===== src/rtl/alu_share_arbiter_pkg.sv =====
// Shared types, ALU control codes and helpers for the shared-ALU arbiter.
package alu_share_arbiter_pkg;

  localparam int unsigned CTRL_W = 4;

  typedef logic [CTRL_W-1:0] alu_ctrl_t;

  localparam alu_ctrl_t ALU_AND = 4'b0000;
  localparam alu_ctrl_t ALU_OR  = 4'b0001;
  localparam alu_ctrl_t ALU_ADD = 4'b0010;
  localparam alu_ctrl_t ALU_SUB = 4'b0110;
  localparam alu_ctrl_t ALU_SLL = 4'b1000;
  localparam alu_ctrl_t ALU_SRL = 4'b1001;
  localparam alu_ctrl_t ALU_SRA = 4'b1011;

  typedef enum logic [1:0] {
    IDLE = 2'd0,
    EXEC = 2'd1,
    RESP = 2'd2
  } state_t;

  function automatic int unsigned id_width(int unsigned n);
    return (n > 1) ? $clog2(n) : 1;
  endfunction

  function automatic logic is_legal_alu_ctrl(alu_ctrl_t code);
    case (code)
      ALU_AND, ALU_OR, ALU_ADD, ALU_SUB, ALU_SLL, ALU_SRL, ALU_SRA: return 1'b1;
      default:                                                      return 1'b0;
    endcase
  endfunction

endpackage


===== src/rtl/alu_share_arbiter_if.sv =====
// Requester, shared-ALU and response signals of the shared-ALU arbiter.
interface alu_share_arbiter_if
  import alu_share_arbiter_pkg::*;
#(
  parameter int unsigned N_REQ = 2,
  parameter int unsigned XLEN  = 32
);
  localparam int unsigned ID_W = id_width(N_REQ);

  logic [N_REQ-1:0]        req_valid;
  logic [N_REQ-1:0]        req_ready;
  logic [N_REQ*CTRL_W-1:0] req_ctrl;
  logic [N_REQ*XLEN-1:0]   req_a;
  logic [N_REQ*XLEN-1:0]   req_b;
  alu_ctrl_t               alu_ctrl;
  logic [XLEN-1:0]         alu_a;
  logic [XLEN-1:0]         alu_b;
  logic [XLEN-1:0]         alu_result;
  logic                    alu_zero;
  logic                    rsp_valid;
  logic                    rsp_ready;
  logic [ID_W-1:0]         rsp_id;
  logic [XLEN-1:0]         rsp_data;
  logic                    rsp_zero;
  logic                    rsp_err;

  modport slave (
    input  req_valid, req_ctrl, req_a, req_b, alu_result, alu_zero, rsp_ready,
    output req_ready, alu_ctrl, alu_a, alu_b, rsp_valid, rsp_id, rsp_data,
           rsp_zero, rsp_err
  );

  modport master (
    output req_valid, req_ctrl, req_a, req_b, alu_result, alu_zero, rsp_ready,
    input  req_ready, alu_ctrl, alu_a, alu_b, rsp_valid, rsp_id, rsp_data,
           rsp_zero, rsp_err
  );

endinterface


===== src/rtl/alu_share_arbiter_rr_pick.sv =====
// Combinational round-robin picker: first valid at or above ptr, with wrap-around.
module rr_pick #(
  parameter int unsigned N    = 2,
  parameter int unsigned ID_W = 1
) (
  input  logic [N-1:0]    valid,
  input  logic [ID_W-1:0] ptr,
  output logic [N-1:0]    grant_c,
  output logic [ID_W-1:0] idx_c,
  output logic            any_valid_c
);
  localparam int unsigned SUM_W = ID_W + 1;

  logic [SUM_W-1:0] cand_c;
  logic [ID_W-1:0]  cand_idx_c;

  always_comb begin
    grant_c     = '0;
    idx_c       = '0;
    any_valid_c = 1'b0;
    cand_c      = '0;
    cand_idx_c  = '0;
    for (int unsigned i = 0; i < N; i++) begin
      cand_c = SUM_W'(ptr) + SUM_W'(i);
      if (cand_c >= SUM_W'(N)) begin
        cand_c = cand_c - SUM_W'(N);
      end
      cand_idx_c = ID_W'(cand_c);
      if (!any_valid_c && valid[cand_idx_c]) begin
        any_valid_c         = 1'b1;
        idx_c               = cand_idx_c;
        grant_c[cand_idx_c] = 1'b1;
      end
    end
  end

endmodule


===== src/rtl/alu_share_arbiter.sv =====
// Time-shares one external ALU between N_REQ requesters with round-robin grant
// and a tagged valid/ready response channel.
module alu_share_arbiter
  import alu_share_arbiter_pkg::*;
#(
  parameter int unsigned N_REQ = 2,
  parameter int unsigned XLEN  = 32
) (
  input logic                clk,
  input logic                rst_n,
  alu_share_arbiter_if.slave bus
);
  localparam int unsigned ID_W = id_width(N_REQ);

  state_t          state_q, state_d;
  logic [ID_W-1:0] rr_ptr_q, rr_ptr_d;
  logic [ID_W-1:0] id_q, id_d;
  alu_ctrl_t       alu_ctrl_q, alu_ctrl_d;
  logic [XLEN-1:0] alu_a_q, alu_a_d;
  logic [XLEN-1:0] alu_b_q, alu_b_d;
  logic            rsp_valid_q, rsp_valid_d;
  logic [XLEN-1:0] rsp_data_q, rsp_data_d;
  logic            rsp_zero_q, rsp_zero_d;
  logic            rsp_err_q, rsp_err_d;

  logic [N_REQ-1:0] grant_c;
  logic [ID_W-1:0]  pick_idx_c;
  logic             any_valid_c;
  alu_ctrl_t        sel_ctrl_c;
  logic [XLEN-1:0]  sel_a_c, sel_b_c;
  logic             sel_legal_c;

  rr_pick #(.N(N_REQ), .ID_W(ID_W)) u_rr_pick (
    .valid       (bus.req_valid),
    .ptr         (rr_ptr_q),
    .grant_c     (grant_c),
    .idx_c       (pick_idx_c),
    .any_valid_c (any_valid_c)
  );

  // Operand mux for the candidate winner
  always_comb begin
    sel_ctrl_c = '0;
    sel_a_c    = '0;
    sel_b_c    = '0;
    for (int i = 0; i < int'(N_REQ); i++) begin
      if (pick_idx_c == ID_W'(i)) begin
        sel_ctrl_c = bus.req_ctrl[i*CTRL_W +: CTRL_W];
        sel_a_c    = bus.req_a[i*XLEN +: XLEN];
        sel_b_c    = bus.req_b[i*XLEN +: XLEN];
      end
    end
    sel_legal_c = is_legal_alu_ctrl(sel_ctrl_c);
  end

  always_ff @(posedge clk or negedge rst_n) begin
    if (!rst_n) begin
      state_q     <= IDLE;
      rr_ptr_q    <= '0;
      id_q        <= '0;
      alu_ctrl_q  <= '0;
      alu_a_q     <= '0;
      alu_b_q     <= '0;
      rsp_valid_q <= 1'b0;
      rsp_data_q  <= '0;
      rsp_zero_q  <= 1'b0;
      rsp_err_q   <= 1'b0;
    end else begin
      state_q     <= state_d;
      rr_ptr_q    <= rr_ptr_d;
      id_q        <= id_d;
      alu_ctrl_q  <= alu_ctrl_d;
      alu_a_q     <= alu_a_d;
      alu_b_q     <= alu_b_d;
      rsp_valid_q <= rsp_valid_d;
      rsp_data_q  <= rsp_data_d;
      rsp_zero_q  <= rsp_zero_d;
      rsp_err_q   <= rsp_err_d;
    end
  end

  always_comb begin
    state_d = state_q;
    case (state_q)
      IDLE:    if (any_valid_c) state_d = sel_legal_c ? EXEC : RESP;
      EXEC:    state_d = RESP;
      RESP:    if (bus.rsp_ready) state_d = IDLE;
      default: state_d = IDLE;
    endcase
  end

  // Grant capture, result capture and pointer advance; req_ready held low in reset
  always_comb begin
    bus.req_ready = '0;
    rr_ptr_d      = rr_ptr_q;
    id_d          = id_q;
    alu_ctrl_d    = alu_ctrl_q;
    alu_a_d       = alu_a_q;
    alu_b_d       = alu_b_q;
    rsp_valid_d   = rsp_valid_q;
    rsp_data_d    = rsp_data_q;
    rsp_zero_d    = rsp_zero_q;
    rsp_err_d     = rsp_err_q;
    case (state_q)
      IDLE: begin
        if (any_valid_c && rst_n) begin
          bus.req_ready = grant_c;
          id_d          = pick_idx_c;
          alu_ctrl_d    = sel_ctrl_c;
          alu_a_d       = sel_a_c;
          alu_b_d       = sel_b_c;
          if (!sel_legal_c) begin
            rsp_valid_d = 1'b1;
            rsp_data_d  = '0;
            rsp_zero_d  = 1'b0;
            rsp_err_d   = 1'b1;
          end
        end
      end
      EXEC: begin
        rsp_valid_d = 1'b1;
        rsp_data_d  = bus.alu_result;
        rsp_zero_d  = bus.alu_zero;
        rsp_err_d   = 1'b0;
      end
      RESP: begin
        if (bus.rsp_ready) begin
          rsp_valid_d = 1'b0;
          rr_ptr_d    = (id_q == ID_W'(N_REQ - 1)) ? '0 : id_q + ID_W'(1);
        end
      end
      default: ;
    endcase
  end

  assign bus.alu_ctrl  = alu_ctrl_q;
  assign bus.alu_a     = alu_a_q;
  assign bus.alu_b     = alu_b_q;
  assign bus.rsp_valid = rsp_valid_q;
  assign bus.rsp_id    = id_q;
  assign bus.rsp_data  = rsp_data_q;
  assign bus.rsp_zero  = rsp_zero_q;
  assign bus.rsp_err   = rsp_err_q;

endmodule


===== src/flat_wrapper.sv =====
// flat-port wrapper written by rule: the top's interface ports become plain ports
module alu_share_arbiter_flat import alu_share_arbiter_pkg::*;
#(
  parameter int unsigned N_REQ = 2,
  parameter int unsigned XLEN  = 32
)
  (clk, rst_n, bus_req_valid, bus_req_ctrl, bus_req_a, bus_req_b, bus_alu_result, bus_alu_zero, bus_rsp_ready, bus_req_ready, bus_alu_ctrl, bus_alu_a, bus_alu_b, bus_rsp_valid, bus_rsp_id, bus_rsp_data, bus_rsp_zero, bus_rsp_err);
  alu_share_arbiter_if #(.N_REQ(N_REQ), .XLEN(XLEN)) bus_i ();
  input logic clk;
  input logic rst_n;
  input wire logic [$bits(bus_i.req_valid)-1:0] bus_req_valid;
  input wire logic [$bits(bus_i.req_ctrl)-1:0] bus_req_ctrl;
  input wire logic [$bits(bus_i.req_a)-1:0] bus_req_a;
  input wire logic [$bits(bus_i.req_b)-1:0] bus_req_b;
  input wire logic [$bits(bus_i.alu_result)-1:0] bus_alu_result;
  input wire logic [$bits(bus_i.alu_zero)-1:0] bus_alu_zero;
  input wire logic [$bits(bus_i.rsp_ready)-1:0] bus_rsp_ready;
  output wire logic [$bits(bus_i.req_ready)-1:0] bus_req_ready;
  output wire logic [$bits(bus_i.alu_ctrl)-1:0] bus_alu_ctrl;
  output wire logic [$bits(bus_i.alu_a)-1:0] bus_alu_a;
  output wire logic [$bits(bus_i.alu_b)-1:0] bus_alu_b;
  output wire logic [$bits(bus_i.rsp_valid)-1:0] bus_rsp_valid;
  output wire logic [$bits(bus_i.rsp_id)-1:0] bus_rsp_id;
  output wire logic [$bits(bus_i.rsp_data)-1:0] bus_rsp_data;
  output wire logic [$bits(bus_i.rsp_zero)-1:0] bus_rsp_zero;
  output wire logic [$bits(bus_i.rsp_err)-1:0] bus_rsp_err;
  assign bus_i.req_valid = bus_req_valid;
  assign bus_i.req_ctrl = bus_req_ctrl;
  assign bus_i.req_a = bus_req_a;
  assign bus_i.req_b = bus_req_b;
  assign bus_i.alu_result = bus_alu_result;
  assign bus_i.alu_zero = bus_alu_zero;
  assign bus_i.rsp_ready = bus_rsp_ready;
  assign bus_req_ready = bus_i.req_ready;
  assign bus_alu_ctrl = bus_i.alu_ctrl;
  assign bus_alu_a = bus_i.alu_a;
  assign bus_alu_b = bus_i.alu_b;
  assign bus_rsp_valid = bus_i.rsp_valid;
  assign bus_rsp_id = bus_i.rsp_id;
  assign bus_rsp_data = bus_i.rsp_data;
  assign bus_rsp_zero = bus_i.rsp_zero;
  assign bus_rsp_err = bus_i.rsp_err;
  alu_share_arbiter #(.N_REQ(N_REQ), .XLEN(XLEN)) u_core (.clk(clk), .rst_n(rst_n), .bus(bus_i));
endmodule

===== config.mk =====
export PLATFORM = sky130hd
export DESIGN_NAME = alu_share_arbiter_flat
export DESIGN_NICKNAME = d
export VERILOG_FILES = /design/src/rtl/alu_share_arbiter_pkg.sv /design/src/rtl/alu_share_arbiter_if.sv /design/src/rtl/alu_share_arbiter_rr_pick.sv /design/src/rtl/alu_share_arbiter.sv /design/src/flat_wrapper.sv
export SDC_FILE = /design/constraint.sdc
export NUM_CORES = 1
export LEC_CHECK = 0
export CAP_MARGIN = 40
export CORE_AREA = 2 2 116 118
export DETAILED_ROUTE_END_ITERATION = 10
export DIE_AREA = 0 0 118 120
export PLACE_DENSITY = 0.81
export SLEW_MARGIN = 10
export SYNTH_ARGS = -nofsm -noshare
export SYNTH_HDL_FRONTEND = slang
export SYNTH_SLANG_ARGS = --single-unit

===== constraint.sdc =====
create_clock -name clk -period 2 [get_ports clk]
set_input_delay 0.2 -clock clk [delete_from_list [all_inputs] [get_ports clk]]
set_output_delay 0.2 -clock clk [all_outputs]
set_load 0.05 [all_outputs]

# ---- After elaboration in Yosys (flattened, before gate mapping)
# Cells that the tools add are included.
dict set report totals {
  regBits 107
  out_inout_bits 106
}
dict set report classes {
  addsub 4
  magnitude_cmp 6
  eq_ne 12
  muxes 38
  n_bitwise 1
  reduce_logical 15
}
# operator count
set op_table {}
lappend op_table {{$mux W32} 4}
lappend op_table {{$pmux W32 S2} 1}
lappend op_table {{$mux W1} 19}
lappend op_table {{$mux W2} 7}
lappend op_table {{$eq A4 B4 Y1 const B} 3}
lappend op_table {{$reduce_or A7 Y1} 1}
lappend op_table {{$pmux W2 S3} 1}
lappend op_table {{$reduce_and A2 Y1} 3}
lappend op_table {{$eq A4 B1 Y1 const B} 1}
lappend op_table {{$eq A4 B2 Y1 const B} 1}
lappend op_table {{$eq A4 B3 Y1 const B} 1}
lappend op_table {{$logic_and A1 B1 Y1} 4}
lappend op_table {{$logic_not A4 Y1} 1}
lappend op_table {{$lt A1 B2 Y1 const B} 2}
lappend op_table {{$mux W4} 1}
lappend op_table {{$ne A2 B1 Y1 const B} 2}
lappend op_table {{$ne A2 B2 Y1 const B} 2}
lappend op_table {{$pmux W1 S2} 2}
lappend op_table {{$reduce_and A4 Y1} 1}
lappend op_table {{$pmux W1 S3} 1}
lappend op_table {{$reduce_and A3 Y1} 1}
lappend op_table {{$reduce_bool A3 Y1} 1}
lappend op_table {{$add A1 B1 Y2 const B} 1}
lappend op_table {{$demux W1 S1} 2}
lappend op_table {{11 further kinds} 13}

# ---- Depth between registers and ports, before layout
# Gate-level depths: netlist (run 1).
dict set report logic_depth {
  depth_word 15
  depth_mapped 8
  mapped_depth_nobuf 4
}

# ---- Cells and area by module
# A second synthesis (run 1) with hierarchy kept.
dict set report unflattened {
  hier_cells 488
  hier_area_um2 5017.3
}
# module instances cells_each area_per_inst_um2 seq_area_each_um2
set by_module_without_submodules {}
lappend by_module_without_submodules {alu_share_arbiter 1 483 4984.8 2677.6}
lappend by_module_without_submodules {rr_pick 1 5 32.5 0.0}

# ---- Least setup slack after synthesis (run 1)
# No wires, ideal clock.
dict set report synth_timing {
  path_kind {register to register}
  from {reg u_core.state_q[1]}
  to {reg u_core.id_q, in the netlist u_core.bus.rsp_id}
  setup_time_ps 68
  arrival_time_ps 1831
  required_ps 1932
  setup_slack_ps 101
  path_stages_with_launch 7
  path_cell_list {dfrtp_1 o21ba_2 nand3_2 buf_6 buf_6 nor2_1 a21o_1}
}
dict set report synth_via {
  elab_chain_len 2
}
# element line
set synth_lines {}
lappend synth_lines {{from (decl)} alu_share_arbiter.sv:15} ;# state_t state_q, state_d;
lappend synth_lines {{from (signal assigned)} alu_share_arbiter.sv:69} ;# state_q <= state_d;
lappend synth_lines {{$logic_not A2 Y1} alu_share_arbiter.sv:104} ;# case (state_q)
lappend synth_lines {{$reduce_and A2 Y1 (no source line)} n/a}
lappend synth_lines {{to (signal assigned)} alu_share_arbiter.sv:71} ;# id_q <= id_d;
lappend synth_lines {{to (decl)} alu_share_arbiter.sv:17} ;# logic [ID_W-1:0] id_q, id_d;
# No other way between the ends.
# A chain may end at the register's enable or synchronous reset.

# ---- Final worst setup path (run 1)
dict set report layout_timing {
  from {reg u_core.state_q[1]}
  to {out bus_req_ready[0]}
}
dict set report layout_via {
  elab_chain_len 2
}
# element line
set layout_lines {}
lappend layout_lines {{$logic_not A2 Y1} alu_share_arbiter.sv:104}
lappend layout_lines {{$mux W2} alu_share_arbiter.sv:104}
lappend layout_lines {{to (decl)} flat_wrapper.sv:18} ;# output wire logic [$bits(bus_i.req_ready)-1:0] bus_req_ready;
# No other way between the ends.

==> results of run 1 <==
## worst min-delay path: cells and delay by family
| family | cells | cell delay [ns] |
|---|---|---|
| AOI/OAI and AO/OA | 1 | 0.05 |
| buffers and inverters | 1 | 0.39 |
| and+or+nand+nor | 1 | 0.06 |
## synthesized netlist by cell type
master	n	share of area, %
o21ai_0	62	6.4
or3b_1	1	0.18
mux2i_1	67	14
a21bo_2	1	0.21
a221o_1	1	0.21
o22ai_1	1	0.13
and2_1	1	0.13
buf_2	12	1.2
a31oi_1	1	0.13
nor2_1	5	0.39
nand2b_4	1	0.28
nand2_1	137	11
clkbuf_1	14	1.1
or3b_2	1	0.18
o21ba_2	1	0.21
nand3_1	1	0.10
nand3_2	1	0.21
o21ai_1	5	0.52
buf_6	5	1.2
and3b_1	1	0.18
nor3b_1	1	0.16
a21oi_1	25	2.6
buf_4	3	0.47
inv_1	1	0.078
o2111ai_1	1	0.18
a21oi_4	1	0.34
and3_1	2	0.26
nand2b_1	1	0.13
dfrtp_1	107	55
nor2b_1	2	0.26
a21o_1	2	0.31
a21oi_2	10	1.8
o311ai_1	1	0.18
nand2_2	1	0.13
a21boi_0	1	0.16
## cells by family after synthesis
kind of cell | count (synthesis)
buffers and inverters | 35
multiplexers | 67
AO/OA/AOI/OAI | 113
AND/OR/NAND/NOR | 156
flip-flops | 107
## area by class of cell
class	instances	area, sq um	area share [%]
tap	176	220.2	2.704
multi-input combinational	336	1972	24.22
clock buffer	12	246.5	3.027
clock inverter	3	25.02	0.3073
timing repair buffer	296	2998	36.82
sequential	107	2678	32.88
inverter	1	3.754	0.04610
## worst paths after layout
check,to,from,slack (ns),cells past startpoint
max,bus_req_ready[0],u_core.state_q[1]$_DFFE_PN0P_,0.14,4
min,u_core.bus.rsp_data[14]$_DFFE_PN0P_,bus_alu_result[14],0.40,3
max reg2reg,u_core.bus.rsp_data[20]$_DFFE_PN0P_,u_core.rr_ptr_q$_DFFE_PN0P_,0.40,5
min reg2reg,u_core.bus.alu_a[10]$_DFFE_PN0P_,u_core.bus.alu_a[10]$_DFFE_PN0P_,0.48,2
max in group asynchronous,u_core.bus.alu_b[5]$_DFFE_PN0P_,rst_n,0.95,4
min in group asynchronous,u_core.bus.rsp_data[29]$_DFFE_PN0P_,rst_n,0.49,3
## timing repair
item | in CTS | in global routing
hold buffers | 1 | 0
endpoints found under the hold margin | 55 | 0
gates resized for setup | 0 | 0
## metal layers
layer	global-route usage (%)	vias to the layer above	share of wire (%)
met3	6.179	16	7.9
li1	-	2156	-
met4	5.798	0	1.3
met1	22.31	2101	39
met5	0	-	0
met2	36.59	185	52
## sequential cells by signal, summed over array words and instances, names as in the netlist
signal	count
u_core.bus.rsp_zero	1
u_core.bus.rsp_err	1
u_core.bus.alu_a	32
u_core.bus.alu_b	32
u_core.bus.alu_ctrl	4
u_core.bus.rsp_valid	1
u_core.rr_ptr_q	1
u_core.bus.rsp_data	32
u_core.state_q	2
u_core.bus.rsp_id	1
## stage by stage
step	power (mW)	area (sq um)	util (%)	std cells
after floorplan	8.294	4830	-	478
after global placement	10.88	7834	60.35	914
after detailed placement	11.08	7861	60.56	915
after CTS	12.76	8143	62.73	931
after global routing	13.28	8143	62.73	931
final	12.65	8143	62.73	931
## power breakdown
part / leakage [nW] / switching [mW] / internal, mW / total, mW
Sequential: 1.35 / 0.539 / 3.09 / 3.63
Combinational: 2.13 / 4.83 / 2.54 / 7.37
Clock: 0.129 / 0.769 / 0.878 / 1.65
Total: 3.61 / 6.14 / 6.51 / 12.6
==> reports/metrics.cfg, run 1 <==
[critical_path]
cp_max_fo = 7
cpPeakStageDelay_ns = 0.44
cpMaxStageDelayCell = dfrtp_1
critPathCaptureType = output port
startpoint_type = flop
path_buf_inv = 1
cp_common_cell = and3_1
path_delay_family = flip-flops
cp_cell_sequence = o21ba_2 > and3_1 > and3_1 > buf_12
setup.worst_path.class = flop to output port
cp.arrival_ns = 1.66
required_ns = 1.80

[drt]
ant_nets = 0
first_iter_violations = 277
wl_per_cell_um = 15.51
firstDrtPassIters = 4
drc_errors = 0
routed_wirelength_um = 14440
via_per_inst = 4.788
num_vias = 4458

[sta]
max_freq_ghz = 0.5369
fin_ws_ns = 0.1374
setup_viol = 0
hold_violations = 0
clock-skew-final_ns = 0.005933
final_max_slew_viol_count = 0
period_needed_ns = 1.863
tightest_slew_ns = 0.5574
rsz0062_at_grt = false
slew_headroom_pct = 62.73
tns_ns = 0
holdWs_ns = 0.3981
fin_crit_sh_pct = 93.13

[die]
die_area_sq_mm = 0.01416
die_w_um = 118
core_sq_mm = 0.01298
ioPinCount = 280
chipHeight_um = 120
start_util_pct = 37.21
row_count = 42

[clocking]
cts_max_path_buffers = 2
cts_tree = yes
path_clk_slew_ns = 0.07
htree_num_levels = 3
clk-insertion-delay-late_ns = 0.34
cts_made_buffers = 9
cts-root-buf = clkbuf_16
cts.sinks = 107
post_cts_buffers = 0

[placed_design]
gp_congestion = 0.7480
dpl.hpwl_um = 11340
preCtsSetupSlack_ns = 0.08962
io_buffers = 279

[run_status]
status = finished, final reports clean

[final_layout]
fillers = 1083
fin_nets = 925
antennaDiodeCount = 0
area_growth_pct = 68.60
final_cell_mix = 276 x clkdlybuf4s50_1, 137 x nand2_1, 107 x dfrtp_1, 67 x mux2i_1, 62 x o21ai_0
final_common_cell = clkdlybuf4s50_1
final_layout_size_suffix_gt1_share_pct = 6.623

[pwr]
ir_drop_v = 0.0008495
p_leak_nw = 3.612
p_per_area_mw_per_mm2 = 1553

[synth]
synth-seq-cells = 107
synth-simple-area-share_pct = 13.24
yosysWarnings = 0
synthCells = 478
synthMuxAreaShare_pct = 13.89
syn_area_sq_mm = 0.004830
syn_area_per_cell_sq_um = 10.10
syn_nets = 652
ys_types = 35
synth_xor_area_share_pct = 0
yosysSeqAreaShare_pct = 55.44
synth_compound_area_share_pct = 13.39
synth_top_family_by_area = multiplexers
synth_fa_ha_area_share_pct = 0

[global_route]
grt_pass1_wl_um = 22580
grt_max_degree = 101
overflow = 0
antenna_found_initial = 0
grtUsageTotal_pct = 19.98
grt_pass1_vias = 4620

[hold_path]
min-delay-path-class = primary input to flop

[job]
max-cap-violations = 0

Note: power is estimated with default switching activity, not from simulation.
==> run 2: changes to the inputs <==
ABC_CLOCK_PERIOD_IN_PS = 2000   (was default)
CAP_MARGIN = default   (was 40)
==> reports/metrics.cfg, run 2 (synthesized netlist as in run 1, its figures left out) <==
[final_layout]
final_common_cell = clkdlybuf4s50_1
area_growth_pct = 68.08
layout.area.seq_sq_mm = 0.002678
fillers = 1063
final_layout_size_suffix_gt1_share_pct = 6.490
final_cell_mix = 276 x clkdlybuf4s50_1, 137 x nand2_1, 107 x dfrtp_1, 67 x mux2i_1, 62 x o21ai_0
antennaDiodeCount = 0
fin_cells = 931
multi_input_area_sq_mm = 0.001972
fin_nets = 924

[critical_path]
cpPeakStageDelay_ns = 0.45
cp_cell_sequence = o21ba_2 > and3_1 > and3_1 > buf_12
startpoint_type = flop
setup.worst_path.class = flop to output port
critPathCaptureType = output port
path_buf_inv = 1
required_ns = 1.80
cp.arrival_ns = 1.68
cpMaxStageDelayCell = dfrtp_1
cp_common_cell = and3_1
cp_max_fo = 7
path_delay_family = flip-flops

[hold_path]
min-delay-path-class = primary input to flop

[sta]
slew_headroom_pct = 36.60
tightest_slew_ns = 0.9511
tns_ns = 0
fin_ws_ns = 0.1185
final_max_slew_viol_count = 0
fin_crit_sh_pct = 94.07
setup_viol = 0
hold_violations = 0
rsz0062_at_grt = false
clock-skew-final_ns = 0.006193
holdWs_ns = 0.4047
max_freq_ghz = 0.5315
period_needed_ns = 1.881

[placed_design]
gp_congestion = 0.7480
preCtsSetupSlack_ns = 0.09202
post-place-cells = 914
dpl.hpwl_um = 11330
io_buffers = 279

[job]
max-cap-violations = 0

[global_route]
grtUsageTotal_pct = 20.32
overflow = 0
grt_max_degree = 101
antenna_found_initial = 0
grt_pass1_vias = 4638
grt_pass1_wl_um = 23090

[die]
chipHeight_um = 120
die_w_um = 118
die_area_sq_mm = 0.01416
row_count = 42
ioPinCount = 280
start_util_pct = 37.21
core_sq_mm = 0.01298

[clocking]
post_cts_buffers = 0
cts-root-buf = clkbuf_16
cts.sinks = 107
path_clk_slew_ns = 0.07
cts_made_buffers = 9
postCtsResizedCells = 0
htree_num_levels = 3
cts_tree = yes
cts_hold_buffers = 1
clk-insertion-delay-late_ns = 0.33
cts_max_path_buffers = 2

[pwr]
ir_drop_v = 0.0007753
p_per_area_mw_per_mm2 = 1558
power.total_mw = 12.65
p_leak_nw = 3.597

[drt]
ant_nets = 0
wl_per_cell_um = 15.71
via_per_inst = 4.842
num_vias = 4508
firstDrtPassIters = 6
routed_wirelength_um = 14620
drc_errors = 0
first_iter_violations = 249

[run_status]
status = finished, final reports clean

run 2: final timing paths:
path,to,startpoint,cells after the start,slack [ns]
min reg2reg,u_core.bus.alu_a[10]$_DFFE_PN0P_,u_core.bus.alu_a[10]$_DFFE_PN0P_,2,0.48
max in group asynchronous,u_core.bus.alu_b[3]$_DFFE_PN0P_,rst_n,3,0.65
min,u_core.bus.rsp_data[15]$_DFFE_PN0P_,bus_alu_result[15],3,0.40
max,bus_req_ready[0],u_core.state_q[1]$_DFFE_PN0P_,4,0.12
min in group asynchronous,u_core.bus.rsp_data[19]$_DFFE_PN0P_,rst_n,3,0.51
max reg2reg,u_core.bus.rsp_data[22]$_DFFE_PN0P_,u_core.rr_ptr_q$_DFFE_PN0P_,5,0.40
run 2: per-layer routing:
layer  vias up  global-route usage [%]  routed length [um]
met5         -                       0                   0
met4         0                   6.702                 319
met3        27                   5.513                1089
met2       192                   36.52                7472
met1      2129                   23.46                5742
li1       2160                       -                   -
run 2: final cells by class:
class / instances / share of cell area (%)
sequential: 107 / 32.98
multi-input combinational: 336 / 24.29
timing repair buffer: 295 / 36.59
clock buffer: 13 / 3.083
tap: 176 / 2.713
inverter: 1 / 0.04624
clock inverter: 3 / 0.2928
run 2: power breakdown:
group	switching [mW]	total [mW]	internal, mW
Combinational	4.82	7.36	2.54
Clock	0.777	1.66	0.884
Sequential	0.542	3.63	3.09
run 2: through the flow:
stage                     utilization, %  cell area [sq um]
after detailed placement           60.35               7834
after CTS                          62.54               8118
after global routing               62.54               8118
after global placement             60.35               7834
after floorplan                        -               4830
final                              62.54               8118
run 2: worst register-to-register path: cells and delay by family (launching register included):
| kind | cells | cell delay, ns |
|---|---|---|
| flops | 1 | 0.41 |
| buf+inv | 1 | 0.23 |
| simple gates | 1 | 0.18 |
| compound gates | 3 | 0.67 |
